`src/rtl/uart_pkg.sv`:
```
// Shared UART definitions: receiver/transmitter state encoding and default bit timing.
package uart_pkg;

   localparam int unsigned CLKS_PER_BIT_DEFAULT = 217;

   typedef enum logic [2:0] {
      ST_IDLE,
      ST_START,
      ST_DATA,
      ST_STOP,
      ST_WAIT_IDLE
   } uart_state_e;

endpackage

```
`src/rtl/uart_sync2.sv`:
```
// Two-flop synchronizer for a single asynchronous line; resets to the idle-high level.
module uart_sync2 (
   input  logic i_clk,
   input  logic i_rst_n,
   input  logic i_d,
   output logic o_q
);

   logic [1:0] sync_q;
   logic [1:0] sync_d;

   always_comb begin
      sync_d = {sync_q[0], i_d};
   end

   always_ff @(posedge i_clk) begin
      if (!i_rst_n) begin
         sync_q <= '1;
      end else begin
         sync_q <= sync_d;
      end
   end

   assign o_q = sync_q[1];

endmodule

```
`src/rtl/uart_rx_stream.sv`:
```
// UART receiver with a one-byte valid/ready holding register, frame-error and overrun pulses.
module uart_rx_stream
   import uart_pkg::*;
#(
   parameter int unsigned CLKS_PER_BIT = CLKS_PER_BIT_DEFAULT
) (
   input  logic       i_clk,
   input  logic       i_rst_n,
   input  logic       i_rx_serial,
   output logic [7:0] o_rx_byte,
   output logic       o_rx_valid,
   input  logic       i_rx_ready,
   output logic       o_frame_err,
   output logic       o_overrun,
   output logic       o_rx_busy
);

   localparam int unsigned CNT_W = (CLKS_PER_BIT > 1) ? $clog2(CLKS_PER_BIT) : 1;
   localparam logic [CNT_W-1:0] HALF_CNT = CNT_W'((CLKS_PER_BIT - 1) / 2);
   localparam logic [CNT_W-1:0] LAST_CNT = CNT_W'(CLKS_PER_BIT - 1);

   logic rx_sync;

   uart_state_e      state_q, state_d;
   logic [CNT_W-1:0] cnt_q, cnt_d;
   logic [2:0]       bit_idx_q, bit_idx_d;
   logic [7:0]       shift_q, shift_d;
   logic [7:0]       rx_byte_q, rx_byte_d;
   logic             rx_valid_q, rx_valid_d;
   logic             frame_err_q, frame_err_d;
   logic             overrun_q, overrun_d;
   logic             busy_q, busy_d;
   logic             deliver;

   uart_sync2 u_sync (
      .i_clk   (i_clk),
      .i_rst_n (i_rst_n),
      .i_d     (i_rx_serial),
      .o_q     (rx_sync)
   );

   always_comb begin
      state_d     = state_q;
      cnt_d       = cnt_q + CNT_W'(1);
      bit_idx_d   = bit_idx_q;
      shift_d     = shift_q;
      frame_err_d = 1'b0;
      deliver     = 1'b0;

      case (state_q)
         ST_IDLE: begin
            cnt_d = '0;
            if (!rx_sync) begin
               bit_idx_d = '0;
               state_d   = ST_START;
            end
         end
         ST_START: begin
            if (cnt_q == HALF_CNT) begin
               cnt_d   = '0;
               state_d = rx_sync ? ST_IDLE : ST_DATA;
            end
         end
         ST_DATA: begin
            if (cnt_q == LAST_CNT) begin
               cnt_d   = '0;
               shift_d = {rx_sync, shift_q[7:1]};
               if (bit_idx_q == 3'd7) begin
                  state_d = ST_STOP;
               end else begin
                  bit_idx_d = bit_idx_q + 3'd1;
               end
            end
         end
         ST_STOP: begin
            if (cnt_q == LAST_CNT) begin
               cnt_d = '0;
               if (rx_sync) begin
                  deliver = 1'b1;
                  state_d = ST_IDLE;
               end else begin
                  frame_err_d = 1'b1;
                  state_d     = ST_WAIT_IDLE;
               end
            end
         end
         ST_WAIT_IDLE: begin
            cnt_d = '0;
            if (rx_sync) begin
               state_d = ST_IDLE;
            end
         end
         default: begin
            cnt_d   = '0;
            state_d = ST_IDLE;
         end
      endcase
   end

   // A delivery coinciding with a handshake reloads the register, so valid never drops.
   always_comb begin
      rx_byte_d  = rx_byte_q;
      rx_valid_d = rx_valid_q;
      overrun_d  = 1'b0;
      busy_d     = (state_d != ST_IDLE);

      if (rx_valid_q && i_rx_ready) begin
         rx_valid_d = 1'b0;
      end
      if (deliver) begin
         if (!rx_valid_q || i_rx_ready) begin
            rx_byte_d  = shift_q;
            rx_valid_d = 1'b1;
         end else begin
            overrun_d = 1'b1;
         end
      end
   end

   always_ff @(posedge i_clk) begin
      if (!i_rst_n) begin
         state_q     <= ST_IDLE;
         cnt_q       <= '0;
         bit_idx_q   <= '0;
         shift_q     <= '0;
         rx_byte_q   <= '0;
         rx_valid_q  <= 1'b0;
         frame_err_q <= 1'b0;
         overrun_q   <= 1'b0;
         busy_q      <= 1'b0;
      end else begin
         state_q     <= state_d;
         cnt_q       <= cnt_d;
         bit_idx_q   <= bit_idx_d;
         shift_q     <= shift_d;
         rx_byte_q   <= rx_byte_d;
         rx_valid_q  <= rx_valid_d;
         frame_err_q <= frame_err_d;
         overrun_q   <= overrun_d;
         busy_q      <= busy_d;
      end
   end

   assign o_rx_byte   = rx_byte_q;
   assign o_rx_valid  = rx_valid_q;
   assign o_frame_err = frame_err_q;
   assign o_overrun   = overrun_q;
   assign o_rx_busy   = busy_q;

endmodule

```
`config.mk`:
```
export PLATFORM = sky130hd
export DESIGN_NAME = uart_rx_stream
export DESIGN_NICKNAME = d
export VERILOG_FILES = /design/src/rtl/uart_pkg.sv /design/src/rtl/uart_sync2.sv /design/src/rtl/uart_rx_stream.sv
export SDC_FILE = /design/constraint.sdc
export NUM_CORES = 1
export LEC_CHECK = 0
export BUFFER_PORTS_ARGS = -buffer_cell sky130_fd_sc_hd__buf_2
export CORE_MARGIN = 1.5
export CORE_UTILIZATION = 35
export CTS_CLUSTER_SIZE = 24
export DETAILED_ROUTE_END_ITERATION = 6
export SYNTH_ARGS = -nofsm -noshare
export SYNTH_HDL_FRONTEND = slang
export SYNTH_SLANG_ARGS = --single-unit
```
`constraint.sdc`:
```
create_clock -name i_clk -period 2 [get_ports i_clk]
set_clock_uncertainty 0.2 [all_clocks]
set_input_delay 0.5 -clock i_clk [delete_from_list [all_inputs] [get_ports i_clk]]
set_output_delay 0.5 -clock i_clk [all_outputs]
set_load 0.01 [all_outputs]
```
==> run_results.csv, run 1 <==
group,metric,value,unit
finish,multiInputGateArea,811,um2
setup_path,worstPathMaxFanout,9,
drt,drt.antenna.violating_nets,0,
setup_path,worstPathBufferInverterCount,1,
global_routing,grt_pass1_vias,1149,
power_and_ir_drop,leakage,0.771,nW
yosys,ys_ff_latch,36,
yosys,synth_top_area_share,0.453,
finish,fillCellCount,439,
clock_tree,cts-buffers-inserted,5,
setup_path,critPathMaxStageDelay,330,ps
floorplan,start_util,0.365,
setup_path,cp.arrival,1820,ps
clock_tree,tritoncts,"yes",
finish,n_antenna_cell,0,
floorplan,io_pins,16,
timing,setup_viol,0,
job,maxCapViolations,0,
clock_tree,cts.htree.levels,2,
global_routing,antenna_found_initial,0,
setup_path,crit_type,"flip-flop to flip-flop",
finish,seqCellArea,721,um2
timing,fin_crit_sh,0.906,
setup_path,end_kind,"flip-flop",
timing,slew_violations,0,
setup_path,worst-r2r-setup-slack,190,ps
yosys,synth_ff_type,"dfxtp_1",
finish,drive_gt1_frac,0.218,
drt,vias,1226,
clock_tree,clockBufferDepth,2,
setup_path,crit_family,"simple AND/OR/NAND/NOR gates",
drt,first_pass_iters,4,
yosys,synth.net_count,173,
worst_hold_path,hold_class,"input pin to flip-flop",
setup_path,path_cells,"inv_1, ha_1, and3b_1, and3_2, a21oi_4, mux2i_1",
yosys,avgSynthCellArea,9.64,um2
yosys,yosysWarningCount,0,
yosys,post-synth-top-count-cell,"dfxtp_1",
timing,relSlewSlack,0.693,
finish,area_delta_synth_final,18.5,%
global_routing,grt_usage,0.130,
yosys,synth_largest_area_cell,"dfxtp_1",
yosys,synthTopCellsByCount,"36 x dfxtp_1, 12 x nand3_1, 11 x mux2i_1, 11 x nor2b_1",
drt,routed_wl,2920,um
global_routing,overflow,0,
drt,dr.first_iter.drc_count,54,
placed_design,hpwl,2120,um
yosys,syn_inst,165,
clock_tree,path_clk_slew,70,ps
floorplan,die_x,70.4,um
drt,vias_per_cell,5.00,
finish,stdcell_area,0.00188,mm2
yosys,yosys-top-cells-area,"dfxtp_1 45%, mux2i_1 6.9%, nor2b_1 4.3%",
power_and_ir_drop,p_total,1.38,mW
yosys,async_flop_share,0,
clock_tree,cts_sinks,36,
power_and_ir_drop,ir_worst_vdd,0.000398,V
power_and_ir_drop,pwr-share-clk,0.447,
setup_path,required,2010,ps
placed_design,place_area,0.00178,mm2
drt,wl_per_cell,11.9,um
power_and_ir_drop,power_frac_comb,0.028,
yosys,syn_area,0.00159,mm2
setup_path,start_kind,"flip-flop",
power_and_ir_drop,p_sw,273,uW
power_and_ir_drop,seqPwrFrac,0.526,
placed_design,port_buffers,15,
floorplan,die_area,0.00496,mm2
floorplan,core_region_area,0.00435,mm2
timing,tightestPinTransition,457,ps
floorplan,num_rows,24,
timing,final-hold-violation-count,0,
timing,rsz0062_at_grt,"no",
timing,tns,0,ps
power_and_ir_drop,p_int,1.11,mW
power_and_ir_drop,p_per_area,733,mW/mm2
floorplan,die_h,70.4,um
timing,max_freq,552,MHz
clock_tree,ctsHoldBuffers,0,
clock_tree,clk_latency,280,ps
yosys,yosysSeqAreaShare,0.453,
global_routing,grt_pass1_wl,5130,um
drt,route.detailed.drc,0,
yosys,synth_edf_count,0,
setup_path,critical-path-slowest-cell,"dfxtp_1",
power_and_ir_drop,swShare,0.198,
run_status,outcome,"completed",
timing,post-route-min-period,1810,ps
finish,fin_nets,200,
clock_tree,cts_root_buf,"clkbuf_8",
global_routing,grt_max_degree,26,
placed_design,place_congestion,0.765,
yosys,synth.distinct_cells,38,
per-layer routing:
| layer | global-route usage | share of wire |
|---|---|---|
| met3 | 0.0433 | 0.046 |
| met5 | 0 | 0 |
| met1 | 0.168 | 0.47 |
| met4 | 0.0513 | 0.015 |
| met2 | 0.201 | 0.46 |
logic make-up after synthesis:
family / Yosys count / synth area share
XOR/XNOR: 6 / 0.0330
flip-flops: 36 / 0.453
multiplexers: 11 / 0.0692
buffers and inverters: 13 / 0.0378
adder cells (fa/ha/maj): 4 / 0.0315
AO/OA/AOI/OAI: 27 / 0.123
AND/OR/NAND/NOR: 68 / 0.253
metrics by stage:
stage | worst slack, ps | instances | util | hold WS, ps
after floorplan | 203 | 165 | - | 186
after global placement | 131 | 237 | 0.408 | 198
after detailed placement | 103 | 237 | 0.408 | 197
after CTS | 82.8 | 245 | 0.432 | 196
after global routing | 80.8 | 245 | 0.433 | 206
final | 188 | 245 | 0.433 | 199
cell usage in the layout, fill, tap and decap left out, types with 4 or more instances in the layout:
| master | n |
|---|---|
| dfxtp_1 | 36 |
| buf_2 | 15 |
| nand3_1 | 12 |
| nor2b_1 | 11 |
| mux2i_1 | 11 |
| nand2_1 | 10 |
| o21ai_0 | 10 |
| nor2_1 | 10 |
| buf_4 | 10 |
| inv_1 | 8 |
| a21boi_1 | 8 |
| clkbuf_8 | 5 |
| nand2b_1 | 4 |
| xor2_1 | 4 |
| ha_1 | 4 |
what timing repair did:
| action | in CTS | in global routing |
|---|---|---|
| buffers inserted | 0 | 0 |
| gates resized for setup | 0 | 1 |
| setup endpoints to repair | 0 | 4 |
power by group through the flow:
stage          sequential (mW)  combinational, mW  clock, mW
2_1_floorplan            0.740             0.0273          0
3_3_place_gp             0.742             0.0392          0
3_5_place_dp             0.742             0.0389          0
4_1_cts                  0.725             0.0391      0.642
5_1_grt                  0.726             0.0428      0.677
6_report                 0.726             0.0384      0.616
area by class of cell:
cell class,count,share of cell area
clock buffer,6,0.0385
sequential,36,0.382
clock inverter,2,0.0186
tap,52,0.0345
multi-input combinational,116,0.430
timing repair buffer,25,0.0797
inverter,8,0.0159
path summary, 6_finish.rpt:
path / from / end / cells after the start
hold / removal: i_rx_serial / u_sync.sync_q[0] / 2
setup reg to reg: cnt_q[0] / bit_idx_q[2] / 6
setup / recovery: cnt_q[0] / bit_idx_q[2] / 6
hold reg to reg: u_sync.sync_q[0] / u_sync.sync_q[1] / 1
state kept, by name (all words and copies together), names as in the netlist:
name and cells:
state_q 3, u_sync.sync_q 2, o_rx_valid 1, o_frame_err 1
o_overrun 1, cnt_q 8, o_rx_byte 8, shift_q 8
o_rx_busy 1, bit_idx_q 3
(Power assumes the default switching activity.)
==> run 2: changes to the inputs <==
==> constraint.sdc (replaced) <==
create_clock -name i_clk -period 2.15 [get_ports i_clk]
set_clock_uncertainty 0.2 [all_clocks]
set_input_delay 0.5375 -clock i_clk [delete_from_list [all_inputs] [get_ports i_clk]]
set_output_delay 0.5375 -clock i_clk [all_outputs]
set_load 0.01 [all_outputs]
==> run 2 against run 1 <==
  * Worst setup slack gained 49 ps
  * Critical path depth unchanged
  * Die area unchanged
  * Sequential power fell by 7.0%
  * Largest cell class unchanged
  * Highest routed layer unchanged
  * Largest power group unchanged
==> run_results.csv, run 2 (synthesis gave the netlist of run 1 again) <==
group,metric,value,unit
timing,tightestPinTransition,471,ps
timing,rsz0062_at_grt,"no",
setup_path,required,2160,ps
global_routing,grt_pass1_wl,5250,um
drt,wl_per_cell,12.3,um
drt,routed_wl,2960,um
clock_tree,cts.htree.levels,2,
timing,tns,0,ps
global_routing,grt_max_degree,26,
drt,route.detailed.drc,0,
timing,slew_violations,0,
finish,seqCellArea,721,um2
run_status,outcome,"completed",
timing,relSlewSlack,0.683,
finish,fin_nets,196,
finish,drive_gt1_frac,0.197,
finish,area_delta_synth_final,14.7,%
timing,fin_ws,237,ps
timing,setup_viol,0,
power_and_ir_drop,leakage,0.736,nW
global_routing,overflow,0,
floorplan,start_util,0.365,
floorplan,num_rows,24,
setup_path,critPathMaxStageDelay,400,ps
setup_path,cp.arrival,1920,ps
placed_design,dp_slack,158,ps
clock_tree,clockBufferDepth,2,
power_and_ir_drop,p_per_area,634,mW/mm2
placed_design,port_buffers,15,
clock_tree,cts_root_buf,"clkbuf_8",
global_routing,antenna_found_initial,0,
timing,final-hold-violation-count,0,
floorplan,io_pins,16,
setup_path,end_kind,"flip-flop",
clock_tree,ctsHoldBuffers,0,
drt,drt.antenna.violating_nets,0,
clock_tree,clk_latency,280,ps
clock_tree,cts-buffers-inserted,5,
setup_path,worstPathMaxFanout,9,
floorplan,die_x,70.4,um
global_routing,grt_pass1_vias,1139,
timing,max_freq,523,MHz
timing,fin_crit_sh,0.890,
setup_path,path_cells,"inv_1, ha_1, and3b_1, and3_2, a21oi_4, mux2i_1",
drt,dr.first_iter.drc_count,39,
power_and_ir_drop,ir_worst_vdd,0.000395,V
drt,vias,1196,
finish,n_antenna_cell,0,
setup_path,crit_type,"flip-flop to flip-flop",
placed_design,place_congestion,0.732,
worst_hold_path,hold_class,"flip-flop to flip-flop",
job,maxCapViolations,0,
floorplan,core_region_area,0.00435,mm2
setup_path,start_kind,"flip-flop",
finish,layout_common_cells,"36 x dfxtp_1, 15 x buf_2, 12 x nand3_1",
floorplan,die_area,0.00496,mm2
timing,post-route-min-period,1910,ps
setup_path,crit_family,"simple AND/OR/NAND/NOR gates",
finish,multiInputGateArea,811,um2
global_routing,grt_usage,0.133,
clock_tree,path_clk_slew,70,ps
setup_path,worstPathBufferInverterCount,1,
placed_design,hpwl,2080,um
finish,fillCellCount,437,
finish,final_common_cell,"dfxtp_1",
clock_tree,tritoncts,"yes",
floorplan,die_h,70.4,um
drt,vias_per_cell,4.98,
clock_tree,cts_sinks,36,
drt,first_pass_iters,4,
setup_path,critical-path-slowest-cell,"dfxtp_1",
-- run 2: layout make-up --
cell class,instances,share of cell area
sequential,36,0.395
multi-input combinational,116,0.444
clock buffer,6,0.0398
timing repair buffer,21,0.0658
inverter,8,0.0165
tap,52,0.0357
clock inverter,1,0.00274
-- run 2: per-stage QoR --
step / total power [mW] / hold slack (ps) / cells / cell area (um2) / utilization
after floorplan: 0.714 / 186 / 165 / 1590 / -
after global placement: 0.727 / 197 / 232 / 1740 / 0.399
after detailed placement: 0.726 / 191 / 232 / 1740 / 0.399
after CTS: 1.17 / 208 / 239 / 1820 / 0.417
after global routing: 1.21 / 233 / 240 / 1820 / 0.419
final: 1.16 / 206 / 240 / 1820 / 0.419
-- run 2: metal layers --
| layer | global-route usage | part of all wire | routed length [um] |
|---|---|---|---|
| met1 | 0.167 | 0.48 | 1430 |
| met2 | 0.214 | 0.46 | 1370 |
| met3 | 0.0346 | 0.038 | 111 |
| met4 | 0.0577 | 0.015 | 44 |
| met5 | 0 | 0 | 0 |
-- run 2: power by group --
group	internal (mW)	switching, mW
Sequential	0.671	0.00414
Clock	0.220	0.226
Combinational	0.0155	0.0201
Total	0.907	0.250
-- run 2: worst paths after layout --
check	from	cells past startpoint	slack [ps]	endpoint
max	cnt_q[1]	6	240	bit_idx_q[2]
max reg2reg	cnt_q[1]	6	240	bit_idx_q[2]
min reg2reg	u_sync.sync_q[0]	1	210	u_sync.sync_q[1]
min	u_sync.sync_q[0]	1	210	u_sync.sync_q[1]
-- run 2: what timing repair did --
action / CTS / global route
gates resized for setup: 0 / 1
endpoints found under the setup margin: 0 / 5
setup buffers: 0 / 1
-- run 2: worst reg2reg max path: cells and delay by family, from the launching register on --
| family | cells | cell delay (ps) |
|---|---|---|
| buffers and inverters | 1 | 60 |
| adders and majority gates | 1 | 210 |
| and+or+nand+nor | 2 | 550 |
| AOI/OAI and AO/OA | 1 | 230 |
| muxes | 1 | 190 |
| DFF | 1 | 400 |
